<file path="config.mk">
export PLATFORM = sky130hd
export DESIGN_NAME = div_share_ctrl
export DESIGN_NICKNAME = d
export VERILOG_FILES = /design/src/rtl/core_types.sv /design/src/rtl/div_rr_arbiter.sv /design/src/rtl/div_share_ctrl.sv
export SDC_FILE = /design/constraint.sdc
export NUM_CORES = 1
export LEC_CHECK = 0
export CAP_MARGIN = 20
export CORE_ASPECT_RATIO = 1.75
export CORE_MARGIN = 4
export CORE_UTILIZATION = 51
export DETAILED_ROUTE_END_ITERATION = 10
export PLACE_DENSITY = 0.88
export SYNTH_ARGS = -nofsm -noshare
export SYNTH_HDL_FRONTEND = slang
export SYNTH_HIERARCHICAL = 1
export SYNTH_SLANG_ARGS = --single-unit
</file>
<file path="constraint.sdc">
create_clock -name clk -period 4.9 [get_ports clk]
set_input_delay 0.98 -clock clk [delete_from_list [all_inputs] [get_ports clk]]
set_output_delay 0.98 -clock clk [all_outputs]
set_load 0.02 [all_outputs]
</file>
<file path="src/rtl/core_types.sv">
// Shared types for the shared divider controller: op and state encodings, iteration count.
// Provides div_lzc only when DIV_EARLY_OUT_EN is defined.
package core_types;

  localparam int DIV_ITER = 32;

  typedef enum logic [1:0] {
    DIV_W  = 2'd0,
    DIVU_W = 2'd1,
    MOD_W  = 2'd2,
    MODU_W = 2'd3
  } div_op_t;

  typedef enum logic [1:0] {
    IDLE = 2'd0,
    CALC = 2'd1,
    DONE = 2'd2
  } div_state_t;

`ifdef DIV_EARLY_OUT_EN
  // A zero input reports 31 so that a zero dividend still takes one CALC step.
  function automatic logic [4:0] div_lzc(input logic [31:0] v);
    logic [4:0] n;
    n = 5'd31;
    for (int i = 0; i < 32; i++) begin
      if (v[i]) n = 5'(31 - i);
    end
    return n;
  endfunction
`endif

endpackage

</file>
<file path="src/rtl/div_rr_arbiter.sv">
// Two-lane round-robin grant for the shared divider; purely combinational.
module div_rr_arbiter (
  input  logic [1:0] valid_i,
  input  logic       rr_ptr_i,
  input  logic       enable_i,
  output logic [1:0] grant_o
);

  always_comb begin
    grant_o = 2'b00;
    if (enable_i) begin
      if (valid_i == 2'b11) grant_o = rr_ptr_i ? 2'b10 : 2'b01;
      else                  grant_o = valid_i;
    end
  end

endmodule

</file>
<file path="src/rtl/div_share_ctrl.sv">
// One iterative restoring divider shared by two execute lanes (DIV.W/DIVU.W/MOD.W/MODU.W).
// Define DIV_EARLY_OUT_EN to skip the dividend's leading-zero iterations.
module div_share_ctrl
  import core_types::*;
#(
  parameter int DATA_WIDTH = 32,
  parameter int TAG_WIDTH  = 6
) (
  input  logic                       clk,
  input  logic                       rst,
  input  logic [1:0]                 req_valid_i,
  output logic [1:0]                 req_ready_o,
  input  logic [1:0][1:0]            req_op_i,
  input  logic [1:0][DATA_WIDTH-1:0] req_src1_i,
  input  logic [1:0][DATA_WIDTH-1:0] req_src2_i,
  input  logic [1:0][TAG_WIDTH-1:0]  req_tag_i,
  input  logic                       flush_i,
  output logic                       resp_valid_o,
  input  logic                       resp_ready_i,
  output logic                       resp_lane_o,
  output logic [TAG_WIDTH-1:0]       resp_tag_o,
  output logic [DATA_WIDTH-1:0]      resp_data_o,
  output logic                       busy_o
);

  div_state_t            state_q, state_d;
  logic                  rr_ptr_q, rr_ptr_d;
  logic [4:0]            cnt_q, cnt_d;
  logic [DATA_WIDTH-1:0] rem_q, rem_d;
  logic [DATA_WIDTH-1:0] quo_q, quo_d;
  logic [DATA_WIDTH-1:0] dvs_q, dvs_d;
  logic [DATA_WIDTH-1:0] data_q, data_d;
  logic                  lane_q, lane_d;
  logic [TAG_WIDTH-1:0]  tag_q, tag_d;
  logic                  is_mod_q, is_mod_d;
  logic                  qneg_q, qneg_d;
  logic                  rneg_q, rneg_d;

  logic [1:0]            grant;
  logic                  sel;
  div_op_t               sel_op;
  logic                  sel_signed;
  logic                  sel_is_mod;
  logic [DATA_WIDTH-1:0] sel_a, sel_b, abs_a, abs_b;
  logic [DATA_WIDTH:0]   shifted;
  logic                  ge;
  logic [DATA_WIDTH-1:0] step_rem, step_quo, fix_q, fix_r;

  // Reset is folded into the enable so no lane sees ready while rst is low.
  div_rr_arbiter u_arb (
    .valid_i  (req_valid_i),
    .rr_ptr_i (rr_ptr_q),
    .enable_i ((state_q == IDLE) && !flush_i && rst),
    .grant_o  (grant)
  );

  assign sel        = grant[1];
  assign sel_op     = div_op_t'(req_op_i[sel]);
  assign sel_a      = req_src1_i[sel];
  assign sel_b      = req_src2_i[sel];
  assign sel_signed = (sel_op == DIV_W) || (sel_op == MOD_W);
  assign sel_is_mod = (sel_op == MOD_W) || (sel_op == MODU_W);
  assign abs_a      = (sel_signed && sel_a[DATA_WIDTH-1]) ? -sel_a : sel_a;
  assign abs_b      = (sel_signed && sel_b[DATA_WIDTH-1]) ? -sel_b : sel_b;

`ifdef DIV_EARLY_OUT_EN
  logic [4:0] lzc;
  assign lzc = div_lzc(abs_a);
`endif

  // One restoring step: the 33-bit trial value never exceeds twice the divisor.
  assign shifted  = {rem_q, quo_q[DATA_WIDTH-1]};
  assign ge       = shifted >= {1'b0, dvs_q};
  assign step_rem = ge ? DATA_WIDTH'(shifted - {1'b0, dvs_q}) : shifted[DATA_WIDTH-1:0];
  assign step_quo = {quo_q[DATA_WIDTH-2:0], ge};
  assign fix_q    = qneg_q ? -step_quo : step_quo;
  assign fix_r    = rneg_q ? -step_rem : step_rem;

  always_comb begin
    state_d  = state_q;
    rr_ptr_d = rr_ptr_q;
    cnt_d    = cnt_q;
    rem_d    = rem_q;
    quo_d    = quo_q;
    dvs_d    = dvs_q;
    data_d   = data_q;
    lane_d   = lane_q;
    tag_d    = tag_q;
    is_mod_d = is_mod_q;
    qneg_d   = qneg_q;
    rneg_d   = rneg_q;
    case (state_q)
      IDLE: begin
        if (|grant) begin
          lane_d   = sel;
          tag_d    = req_tag_i[sel];
          is_mod_d = sel_is_mod;
          qneg_d   = sel_signed && (sel_a[DATA_WIDTH-1] ^ sel_b[DATA_WIDTH-1]);
          rneg_d   = sel_signed && sel_a[DATA_WIDTH-1];
          rr_ptr_d = ~sel;
          if (sel_b == '0) begin
            state_d = DONE;
            data_d  = sel_is_mod ? sel_a : '1;
          end else begin
            state_d = CALC;
            rem_d   = '0;
            dvs_d   = abs_b;
`ifdef DIV_EARLY_OUT_EN
            quo_d   = abs_a << lzc;
            cnt_d   = 5'(DIV_ITER - 1) - lzc;
`else
            quo_d   = abs_a;
            cnt_d   = 5'(DIV_ITER - 1);
`endif
          end
        end
      end
      CALC: begin
        rem_d = step_rem;
        quo_d = step_quo;
        cnt_d = cnt_q - 5'd1;
        if (cnt_q == 5'd0) begin
          state_d = DONE;
          cnt_d   = 5'd0;
          data_d  = is_mod_q ? fix_r : fix_q;
        end
      end
      DONE: begin
        if (resp_ready_i) state_d = IDLE;
      end
      default: state_d = IDLE;
    endcase
    // Flush outranks everything, including a result being accepted this cycle.
    if (flush_i) state_d = IDLE;
  end

  always_ff @(posedge clk or negedge rst) begin
    if (!rst) begin
      state_q  <= IDLE;
      rr_ptr_q <= 1'b0;
      cnt_q    <= '0;
      rem_q    <= '0;
      quo_q    <= '0;
      dvs_q    <= '0;
      data_q   <= '0;
      lane_q   <= 1'b0;
      tag_q    <= '0;
      is_mod_q <= 1'b0;
      qneg_q   <= 1'b0;
      rneg_q   <= 1'b0;
    end else begin
      state_q  <= state_d;
      rr_ptr_q <= rr_ptr_d;
      cnt_q    <= cnt_d;
      rem_q    <= rem_d;
      quo_q    <= quo_d;
      dvs_q    <= dvs_d;
      data_q   <= data_d;
      lane_q   <= lane_d;
      tag_q    <= tag_d;
      is_mod_q <= is_mod_d;
      qneg_q   <= qneg_d;
      rneg_q   <= rneg_d;
    end
  end

  assign req_ready_o  = grant;
  assign resp_valid_o = (state_q == DONE);
  assign resp_lane_o  = lane_q;
  assign resp_tag_o   = tag_q;
  assign resp_data_o  = data_q;
  assign busy_o       = (state_q != IDLE);

endmodule
</file>
### After elaboration in Yosys (flattened, before gate mapping)

Index checks and enable logic that the tools add are counted.

* register bits after elaboration: 146
* latch bits: 0
* memory bits (writable): 0
* ROM bits: 0
* input port bits: 150
* output and inout bits: 43
* word-level logic and storage cells: 93
* memories: 0

* $add $sub $neg: 6
* multipliers: 0
* divide/modulo/power cells: 0
* $lt $le $gt $ge: 2
* equality and inequality tests: 12
* shift-type cells: 0
* multiplexer cells: 38
* bitwise gates (word level): 3
* reductions and logical operators: 20

Operator list (number)
* 32-bit two-way mux: 18
* 32-bit one-hot mux with 2 select lines: 3
* 32-bit negator: 4
* 33-bit by 32-bit greater-or-equal comparator with 1-bit output: 1
* 32-bit zero test: 1
* 32-bit subtractor: 1
* 2-bit two-way mux: 10
* 5-bit two-way mux: 3
* 6-bit two-way mux: 2
* 5-bit one-hot mux with 2 select lines: 1
* 3-bit AND reduction: 3
* 2-bit equality test, second input constant: 4
* 3-bit by 2-bit inequality test with 1-bit output, second input constant: 2
* 2-bit one-hot mux with 3 select lines: 1
* 1-bit logical AND: 5
* 5-bit zero test: 1
* 5-bit by 1-bit subtractor with 5-bit output, second input constant: 1
* 2-bit zero test: 2
* 2-bit by 1-bit inequality test with 1-bit output, second input constant: 2
* 2-bit inequality test, second input constant: 2
* 4-bit AND reduction: 1
* 2-bit nonzero test: 2
* 3-bit inequality test, second input constant: 1
* 2-bit by 1-bit equality test with 1-bit output, second input constant: 1
* other kinds (7): 9

### Logic depth before layout (Yosys ltp)

Gate-level depths: netlist of run 1.

* word-level depth: 13
* gate-level depth with buffers: 24
* gate-level depth less buffers: 19

### Modules after synthesis

Netlist of run 1, hierarchy kept.

Modules (own cells, without submodules)
* div_share_ctrl: instances 1, cells each 1583, area each 12774.8 µm², seq. area each 3653.5 µm²
* div_rr_arbiter: instances 1, cells each 5, area each 21.3 µm², seq. area each 0.0 µm²

### Worst setup path after synthesis of run 1

Ideal clock, no wire load.

* path kind: in2reg
* start: input port flush_i
* end: register data_q[19], in the netlist resp_data_o[19]
* arrival time: 4.972 ns
* slack: -0.215 ns
* stages on the path: 18
* buffers on the path: 3
* cells stage by stage: nor3b_1 > nand2_1 > a21oi_1 > buf_2 > buf_2 > buf_2 > mux2i_1 > ha_1 > o21ai_1 > nor3_1 > and2_1 > nand4_1 > or3_1 > a21o_1 > nor2_1 > o21ai_0 > a21oi_1 > a311oi_1

* cells in the longest elaborated chain, start to end: 12
* elaborated cells on any way between the ends: 22
* those cells by class: eq/ne (4); mux (11); reduce/logical (7)

RTL lines
* start, declared: line div_share_ctrl.sv:17 `input logic flush_i,`
* 1-bit zero test *: line div_share_ctrl.sv:53 `.enable_i ((state_q == IDLE) && !flush_i && rst),`
* 1-bit logical AND * (2 in a row): line div_share_ctrl.sv:53
* 2-bit two-way mux *: line div_rr_arbiter.sv:11 `if (enable_i) begin`
* via req_ready_o[1]: line div_share_ctrl.sv:12 `output logic [1:0] req_ready_o,`
* 2-bit two-way mux (implied by the code) (2 in a row): line div_share_ctrl.sv:58 `assign sel_op = div_op_t'(req_op_i[sel]);`
* 2-bit equality test: line div_share_ctrl.sv:62 `assign sel_is_mod = (sel_op == MOD_W) || (sel_op == MODU_W);`
* 1-bit logical OR: line div_share_ctrl.sv:62
* 32-bit two-way mux: line div_share_ctrl.sv:103 `data_d = sel_is_mod ? sel_a : '1;`
* 32-bit two-way mux: line div_share_ctrl.sv:101 `if (sel_b == '0) begin`
* 32-bit two-way mux: line div_share_ctrl.sv:94 `if (|grant) begin`
* 32-bit one-hot mux with 2 select lines: line div_share_ctrl.sv:92 `case (state_q)`
* end signal, assigned: line div_share_ctrl.sv:158 `data_q <= data_d;`
* end, declared: line div_share_ctrl.sv:32 `logic [DATA_WIDTH-1:0] data_q, data_d;`

Mark *: on every way through the listed nets, which the timed path passes. The rest lies on a longest branch. The select of a mux whose other input is x is not followed.
A chain may end at the register's enable or synchronous reset.

### Worst setup path in the final report of run 1

* start: register dvs_q[26]
* end: register data_q[30], in the netlist resp_data_o[30]

* cells in the longest elaborated chain, start to end: 7
* elaborated cells on any way between the ends: 10
* those cells by class: add/sub (3); order compare (1); mux (6)

RTL lines
* start, declared: line div_share_ctrl.sv:31 `logic [DATA_WIDTH-1:0] dvs_q, dvs_d;`
* start signal, assigned: line div_share_ctrl.sv:157 `dvs_q <= dvs_d;`
* 32-bit subtractor / 33-bit by 32-bit greater-or-equal comparator with 1-bit output (equally long branches): line div_share_ctrl.sv:74, div_share_ctrl.sv:73
* 32-bit two-way mux: line div_share_ctrl.sv:74 `assign step_rem = ge ? DATA_WIDTH'(shifted - {1'b0, dvs_q}) : shifted[DATA_WIDTH-1:0];`
* 32-bit negator: line div_share_ctrl.sv:77 `assign fix_r = rneg_q ? -step_rem : step_rem;`
* 32-bit two-way mux: line div_share_ctrl.sv:77
* 32-bit two-way mux *: line div_share_ctrl.sv:125 `data_d = is_mod_q ? fix_r : fix_q;`
* 32-bit two-way mux *: line div_share_ctrl.sv:122 `if (cnt_q == 5'd0) begin`
* 32-bit one-hot mux with 2 select lines *: line div_share_ctrl.sv:92

Every way passes the cells marked *; elsewhere a longest branch is shown, timed or not. The select of a mux whose other input is x is not followed.

==> results of run 1 <==
## cell usage after synthesis, types with 16 or more instances
library cell	count	share of area [%]
nand2_1	192	5.6
o21ai_0	155	6.1
dfrtp_1	146	29
nor2_1	125	3.7
a21oi_1	102	4.0
mux2i_1	89	7.0
xor2_1	75	5.1
clkbuf_1	60	1.8
xnor2_1	53	3.6
inv_1	50	1.5
nor3_1	41	1.6
ha_1	37	3.6
buf_2	31	1.2
o31ai_1	26	1.5
nand3_1	24	0.94
nand4_1	22	1.1
a22oi_1	21	1.2
a31oi_1	20	0.98
a21o_1	16	0.94
## critical path: cells and delay by family, from the launching register on
kind                     cells  cell delay, ns
buffers and inverters        2            0.43
AO/OA/AOI/OAI                5            0.92
AND/OR/NAND/NOR              8            1.77
adder cells (fa/ha/maj)      2            0.81
flip-flops                   1            0.35
XOR/XNOR                     1            0.21
## power by group
part	internal, mW	switching [mW]
clock	0.719	0.539
combinational	2.37	3.90
sequential	1.56	0.413
## cell type report
cell class	count	area, sq um
flip-flops and latches	146	3654
multi-input cells	1294	8562
fillers	1991	8557
clock buffers	22	464.2
well taps	312	390.4
clock inverters	9	83.83
repair buffers	302	2819
inverters	51	193.9
## layer usage
| layer | share of wire, % | wire length, um | up-vias | GRT usage, % |
|---|---|---|---|---|
| li1 | - | - | 6246 | - |
| met1 | 34 | 15180 | 6491 | 33.29 |
| met2 | 52 | 23500 | 757 | 56.91 |
| met3 | 5.7 | 2567 | 231 | 4.436 |
| met4 | 8.9 | 4050 | 0 | 26.17 |
| met5 | 0 | 0 | - | 0 |
## cell families (layout without fill, tap and decap cells)
kind of cell | after synthesis | count (layout)
xor+xnor | 128 | 128
compound gates | 491 | 491
flops | 146 | 146
simple gates | 532 | 532
buf+inv | 148 | 384
fa+ha+maj | 38 | 38
mux | 105 | 105
## worst min path at each step
stage,slack (ns),to,depth (start not counted)
global route,0.51,resp_data_o[13],2
CTS,0.48,resp_data_o[8],2
global placement,0.46,resp_data_o[8],2
finish,0.48,resp_data_o[8],2
detailed placement,0.47,resp_data_o[8],2
floorplan,0.45,dvs_q[31],2
## what timing repair did
action	CTS	global route
setup buffers	0	7
hold buffers	0	0
gates resized for setup	0	5
setup endpoints to repair	0	44
## registers in the layout, indices dropped and copies added, names as in the netlist
register and cells:
state_q 2, qneg_q 1, resp_data_o 32, resp_lane_o 1, cnt_q 5, dvs_q 32, rr_ptr_q 1, rneg_q 1
rem_q 32, resp_tag_o 6, is_mod_q 1, quo_q 32
==> flow_summary.yaml, run 1 <==
status:
  outcome: "complete, no violations"
timing:
  slew_violations: 0
  finalCriticalPeriod_ns: 4.642
  layout_setup_ws_ns: 0.2576
  tightest_slew_ns: 1.047
  fin_tns_setup_ns: 0
  relSlewSlack_pct: 29.92
  final_hold_viol_count: 0
  setup_viol: 0
  worst_clock_skew_ns: 0.01213
  period_share_pct: 94.74
  max_freq_mhz: 215.4
  holdWs_ns: 0.4820
finish:
  area_delta_synth_final_pct: 26.34
  nets: 2000
  final_cell_mix: "nand2_1 (191), clkdlybuf4s50_1 (191), o21ai_0 (154), dfrtp_1 (146), nor2_1 (124)"
  fin_util_pct: 65.39
  stdcell_count: 2136
  diodes: 0
  fin_area_sq_um: 16170
  drive_above_1_share_pct: 10.75
global_routing:
  grt_max_degree: 83
  grt_pass1_wl_um: 71170
  grt_overflow_total: 0
  antenna_found_initial: 0
  track_usage_pct: 32.22
  grt_pass1_vias: 13730
worst_setup_path:
  path_max_fanout: 16
  cp_cell_sequence: "inv_1, ha_2, and4_1, and4_1, and3_1, o311ai_4, nand3_4, buf_4, nand2_1, o21ai_1, ha_1, nand2_1, nor2_1, a31oi_1, or3_1, o41ai_2, xor2_1, a31oi_1"
  rrSetupSlack_ns: 0.26
  r2r_cells: 18
  max_stage_delay_ns: 0.48
  timing.rr.start: "dvs_q[26]"
  endpoint: "resp_data_o[30]"
  slowest_stage: "ha_2"
  worstSetupStartpoint: "dvs_q[26]"
  end_kind: "register"
  critical_path_required_ns: 5.20
  crit_type: "reg2reg"
  r2r-end: "resp_data_o[30]"
  cp-start-kind: "register"
  worstPathArrival_ns: 4.94
placement:
  dp_hpwl_um: 35110
  pre_cts_ws_ns: -0.2469
  port_buffers: 192
  place_area_sq_um: 15520
  dp_cells: 2097
  gp_congestion: 0.9568
detailed_routing:
  drt_iter0_markers: 1214
  via_per_inst: 6.426
  routedWlPerCell_um: 21.21
  wl_um: 45310
  ant_nets: 0
  vias: 13730
  route.detailed.drc: 0
  firstDrtPassIters: 6
yosys:
  synth_xor_area_share_pct: 8.761
  yosys.area_share.simple_pct: 20.10
  synth_top_family_by_area: "compound AO/OA/AOI/OAI gates"
  synth_cell_type_count: 99
  yosysSeqAreaShare_pct: 28.55
  synth_area_sq_um: 12800
  syn_avg_cell_area_sq_um: 8.058
  muxShareOfSynthArea_pct: 8.546
  synth.net_count: 1776
  yosys_most_used_dff: "dfrtp_1"
  synth_compound_area_share_pct: 25.41
  netlist_instances: 1588
  synth-seq-cells: 146
  synthArstFlopShare_pct: 100.0
  synth-edff-count: 0
  synthAdderAreaFrac_pct: 3.774
  yosysWarningCount: 6
cts:
  cts_sinks: 146
  cts-htree-levels: 4
  clockBufferDepth: 2
  numCtsBuffers: 17
  cts_root_buffer: "clkbuf_16"
  cts_tree: "done"
  clk_pin_slew_ns: 0.06
  clk-insertion-delay-late_ns: 0.45
min_path:
  hold_start: "resp_data_o[8]"
  worstHoldPathType: "reg2reg"
power_and_ir_drop:
  ir_worst_vdd_uv: 377.6
  total_power_mw: 9.501
  power_density_nw_per_um2: 587.7
  leakagePower_nw: 6.635
floorplanning:
  fp.coreArea_sq_um: 24720
  io_pins: 193
  fp.dieH_um: 217.5
  die_w_um: 127.7
  start_util_pct: 51.76
  num_rows: 76
  die-area_sq_um: 27790
job:
  drv_cap: 0
No activity file was read; power rests on OpenSTA's default activity.
==> run 2: changes to the inputs <==
Settings changed: CORE_MARGIN 4 to 3, SKIP_LAST_GASP from default to 1.
==> run 2 against run 1 <==
Effect of this change: clock power is essentially flat; first-iteration DRC count is 8.1% lower; total power is 0.83% lower; largest cell class unchanged; highest routed layer unchanged.
==> flow_summary.yaml, run 2 (synthesis gave the netlist of run 1 again) <==
global_routing:
  track_usage_pct: 32.43
  met2_usage_pct: 59.19
  antenna_found_initial: 0
  grt_max_degree: 71
  grt_pass1_vias: 13510
  grt_pass1_wl_um: 70160
  grt.busiest_layer: "met2"
  gr-usage-met1_pct: 33.94
  grt_util_met3_pct: 3.442
  grt_overflow_total: 0
job:
  drv_cap: 0
detailed_routing:
  vias: 13540
  ant_nets: 0
  route.detailed.drc: 0
  wl_um: 45140
  drt_iter0_markers: 1116
  firstDrtPassIters: 8
  routedWlPerCell_um: 21.39
  via_per_inst: 6.414
timing:
  max_freq_mhz: 215.4
  tightest_slew_ns: 0.9957
  setup_viol: 0
  final_hold_viol_count: 0
  worst_clock_skew_ns: 0.01057
  fin_tns_setup_ns: 0
  holdWs_ns: 0.4839
  slew_violations: 0
  finalCriticalPeriod_ns: 4.643
  layout_setup_ws_ns: 0.2574
  relSlewSlack_pct: 33.62
  rsz0062_at_grt: "no"
  period_share_pct: 94.75
worst_setup_path:
  critical_path_required_ns: 5.29
  crit_type: "reg2reg"
  worstPathArrival_ns: 5.03
  end_kind: "register"
  worstSetupStartpoint: "rem_q[2]"
  cp-start-kind: "register"
  timing.rr.start: "rem_q[2]"
  path_max_fanout: 8
power_and_ir_drop:
  leakagePower_nw: 6.516
  power_density_nw_per_um2: 589.5
  ir_worst_vdd_uv: 307.0
  total_power_mw: 9.422
floorplanning:
  start_util_pct: 51.96
  io_pins: 193
  die_w_um: 125.7
  fp.dieH_um: 215.5
  fp.coreArea_sq_um: 24630
  die-area_sq_um: 27100
  num_rows: 76
finish:
  drive_above_1_share_pct: 9.672
  area_delta_synth_final_pct: 24.91
  final_cell_mix: "nand2_1 (191), clkdlybuf4s50_1 (191), o21ai_0 (155), dfrtp_1 (146), nor2_1 (124)"
  fin_util_pct: 64.90
  nets: 1974
  diodes: 0
status:
  outcome: "complete, no violations"
cts:
  clk-insertion-delay-late_ns: 0.45
  numCtsBuffers: 17
  cts_root_buffer: "clkbuf_16"
  cts-htree-levels: 4
  cts_sinks: 146
  cts_tree: "done"
  postCtsHoldBufs: 0
  cts_setup_buffers: 0
  cts_resized: 0
  clockBufferDepth: 2
  clk_pin_slew_ns: 0.06
placement:
  dp_hpwl_um: 34960
  port_buffers: 192
  gp_congestion: 0.9943
  pre_cts_ws_ns: -0.1037
min_path:
  hold_start: "dvs_q[16]"
  worstHoldPathType: "reg2reg"
==> run 2: changes by cell type in the layout (fill, tap and decap cells not counted), moves of 2 or more <==
cell / before / now
clkbuf_1: 3 / 1
inv_6: 0 / 3
buf_12: 4 / 6
buf_4: 105 / 78
clkbuf_8: 2 / 4
==> run 2: per-layer routing <==
| metal | routed length, um | vias to the layer above |
|---|---|---|
| met5 | 0 | - |
| met3 | 2484 | 190 |
| met2 | 23600 | 667 |
| met4 | 3678 | 0 |
| li1 | - | 6194 |
| met1 | 15380 | 6489 |
==> run 2: final timing paths <==
check | endpoint | slack (ns) | cells after the start
setup / recovery | resp_data_o[26] | 0.26 | 18
hold / removal | dvs_q[16] | 0.48 | 2
setup reg to reg | resp_data_o[26] | 0.26 | 18
hold reg to reg | dvs_q[16] | 0.48 | 2
max in group asynchronous | dvs_q[5] | 3.02 | 3
min in group asynchronous | resp_data_o[26] | 0.66 | 2
==> run 2: metrics by stage <==
| step | std cells | area (sq um) |
|---|---|---|
| 6_report | 2111 | 15980 |
| 5_1_grt | 2111 | 15980 |
| 4_1_cts | 2111 | 15970 |
| 3_5_place_dp | 2079 | 15410 |
| 3_3_place_gp | 2079 | 15410 |
| 2_1_floorplan | 1588 | 12800 |
==> run 2: final cells by class <==
| cell class | count | area (sq um) |
|---|---|---|
| fill | 1998 | 8645 |
| clock inverter | 10 | 75.07 |
| inverter | 51 | 193.9 |
| multi-input combinational | 1294 | 8558 |
| clock buffer | 22 | 484.2 |
| sequential | 146 | 3654 |
| timing repair buffer | 276 | 2629 |
| tap | 312 | 390.4 |
==> run 2: worst max-delay path: stages, from the launching register on <==
cell	delay, ns
dfrtp_1	0.48
ha_2	0.38
a21o_1	0.23
a21oi_2	0.28
a21boi_2	0.17
o311ai_4	0.35
nand3_4	0.16
inv_4	0.11
ha_1	0.22
nand3b_1	0.23
or2_2	0.42
or3_1	0.40
o21ai_0	0.28
xnor2_1	0.18
nor2_1	0.07
a31oi_1	0.14
o21ai_0	0.11
o21ai_1	0.20
a22o_1	0.16
==> run 2: power by group <==
part,internal [mW],total [mW],switching (mW)
registers,1.56,2.01,0.453
clock network,0.704,1.26,0.555
logic,2.34,6.15,3.81
total,4.60,9.42,4.82
==> run 3: changes to the inputs <==
Settings changed: CORE_UTILIZATION 51 to 40, PLACE_DENSITY 0.88 to 0.73.
==> run 3 against run 2 <==
Effect of this change: clock power increased by 6%; cell area increased by 2.3%; sequential share of layout area decreased by 0.52 points; setup slack got worse by 0.0011 ns; sequential power decreased by 2%; worst hold slack got worse by 0.0038 ns; maximum frequency about the same; routed wire length increased by 2.1%; total power increased by 1.7%; via count decreased by 1.9%; critical path type unchanged; largest cell class unchanged.
==> flow_summary.yaml, run 3 (synthesis gave the netlist of run 1 again) <==
status:
  outcome: "complete, no violations"
floorplanning:
  fp.dieH_um: 242.6
  die-area_sq_um: 34260
  fp.coreArea_sq_um: 31530
  die_w_um: 141.2
  num_rows: 86
  io_pins: 193
  start_util_pct: 40.59
power_and_ir_drop:
  total_power_mw: 9.586
  ir_worst_vdd_uv: 334.7
  power_density_nw_per_um2: 586.0
  leakagePower_nw: 6.707
job:
  drv_cap: 0
global_routing:
  grt_pass1_vias: 13090
  antenna_found_initial: 1
  grt_max_degree: 65
  grt_pass1_wl_um: 71150
  grt_overflow_total: 0
  track_usage_pct: 26.36
detailed_routing:
  ant_nets: 0
  routedWlPerCell_um: 20.68
  wl_um: 46090
  drt_iter0_markers: 956
  route.detailed.drc: 0
  firstDrtPassIters: 7
  vias: 13290
  via_per_inst: 5.961
timing:
  period_share_pct: 94.77
  finalCriticalPeriod_ns: 4.644
  rsz0062_at_grt: "no"
  slew_violations: 0
  relSlewSlack_pct: 40.16
  worst_clock_skew_ns: 0.01084
  final_hold_viol_count: 0
  setup_viol: 0
  max_freq_mhz: 215.3
  tightest_slew_ns: 0.8956
  fin_tns_setup_ns: 0
worst_setup_path:
  slowest_stage: "o41ai_1"
  cp.buffers_inverters: 3
  cp_cell_sequence: "inv_1, ha_1, inv_1, fa_1, a21oi_1, nand4b_1, a2111oi_2, buf_4, or3_1, xor2_1, o41ai_1, nand2_1, nor4_4, and4bb_1, mux2_1, nand3_1"
  cp_common_cell: "inv_1"
  crit_type: "reg2reg"
  critPathTopFamily: "simple AND/OR/NAND/NOR gates"
  cp-start-kind: "register"
  path_max_fanout: 5
  worstPathArrival_ns: 5.02
  max_stage_delay_ns: 0.59
  critical_path_required_ns: 5.28
  end_kind: "register"
finish:
  drive_above_1_share_pct: 11.13
  nets: 2008
  final_cell_mix: "nand2_1 (191), clkdlybuf4s50_1 (191), o21ai_0 (155), dfrtp_1 (146), nor2_1 (125)"
  final-seq-area_sq_um: 3654
  fill_cells: 2939
  multi_input_area_sq_um: 8543
  area_delta_synth_final_pct: 27.84
  fin_util_pct: 51.89
  diodes: 0
cts:
  cts_root_buffer: "clkbuf_16"
  postCtsHoldBufs: 0
  cts_sinks: 146
  clockBufferDepth: 2
  cts_tree: "done"
  clk_pin_slew_ns: 0.07
  cts_resized: 0
  clk-insertion-delay-late_ns: 0.45
  numCtsBuffers: 17
  cts-htree-levels: 4
  cts_setup_buffers: 0
placement:
  port_buffers: 192
  dp_hpwl_um: 37020
  gp_congestion: 0.9668
min_path:
  worstHoldPathType: "reg2reg"
[run 3: cell type report]
class                      count  area share [%]
timing repair buffer         310           17.63
tap                          396           3.029
inverter                      51           1.186
clock buffer                  20           2.792
clock inverter                12          0.8031
sequential                   146           22.33
multi-input combinational   1294           52.23
[run 3: path summary, 6_finish.rpt]
path | startpoint | end | cells past startpoint | slack [ns]
max | quo_q[31] | resp_data_o[31] | 16 | 0.26
min | resp_data_o[5] | resp_data_o[5] | 2 | 0.48
max reg2reg | quo_q[31] | resp_data_o[31] | 16 | 0.26
min reg2reg | resp_data_o[5] | resp_data_o[5] | 2 | 0.48
max in group asynchronous | rst | dvs_q[6] | 3 | 2.93
min in group asynchronous | rst | rem_q[25] | 2 | 0.66
[run 3: stage by stage]
step                      hold WS [ns]  std cells  worst slack (ns)  cell area, sq um
after floorplan                 0.4485       1588          0.007153             12800
after global placement          0.4652       2197         -0.009681             15770
after detailed placement        0.4705       2197          -0.07713             15770
after CTS                       0.4832       2229            0.2848             16360
after global routing            0.5152       2229           0.02369             16360
final                           0.4801       2229            0.2563             16360
[run 3: worst reg2reg max path, stage by stage, from the launching register on]
cell and delay, ns:
dfrtp_1 0.46, inv_1 0.15, ha_1 0.21, inv_1 0.06, fa_1 0.42, a21oi_1 0.14, nand4b_1 0.22, a2111oi_2 0.11
buf_4 0.17, or3_1 0.51, xor2_1 0.26, o41ai_1 0.59, nand2_1 0.29, nor4_4 0.25, and4bb_1 0.31, mux2_1 0.34
nand3_1 0.08
[run 3: power by group]
part	internal (mW)	switching [mW]	leakage, nW
registers	1.56	0.412	1.81
clock network	0.778	0.555	0.291
logic	2.37	3.91	4.60
total	4.71	4.88	6.71
[run 3: per-layer routing]
metal / GRT usage (%) / wire [um]
met1: 27.15 / 16150
met5: 0 / 13
met2: 49.05 / 24600
met3: 3.528 / 2044
met4: 16.63 / 3282
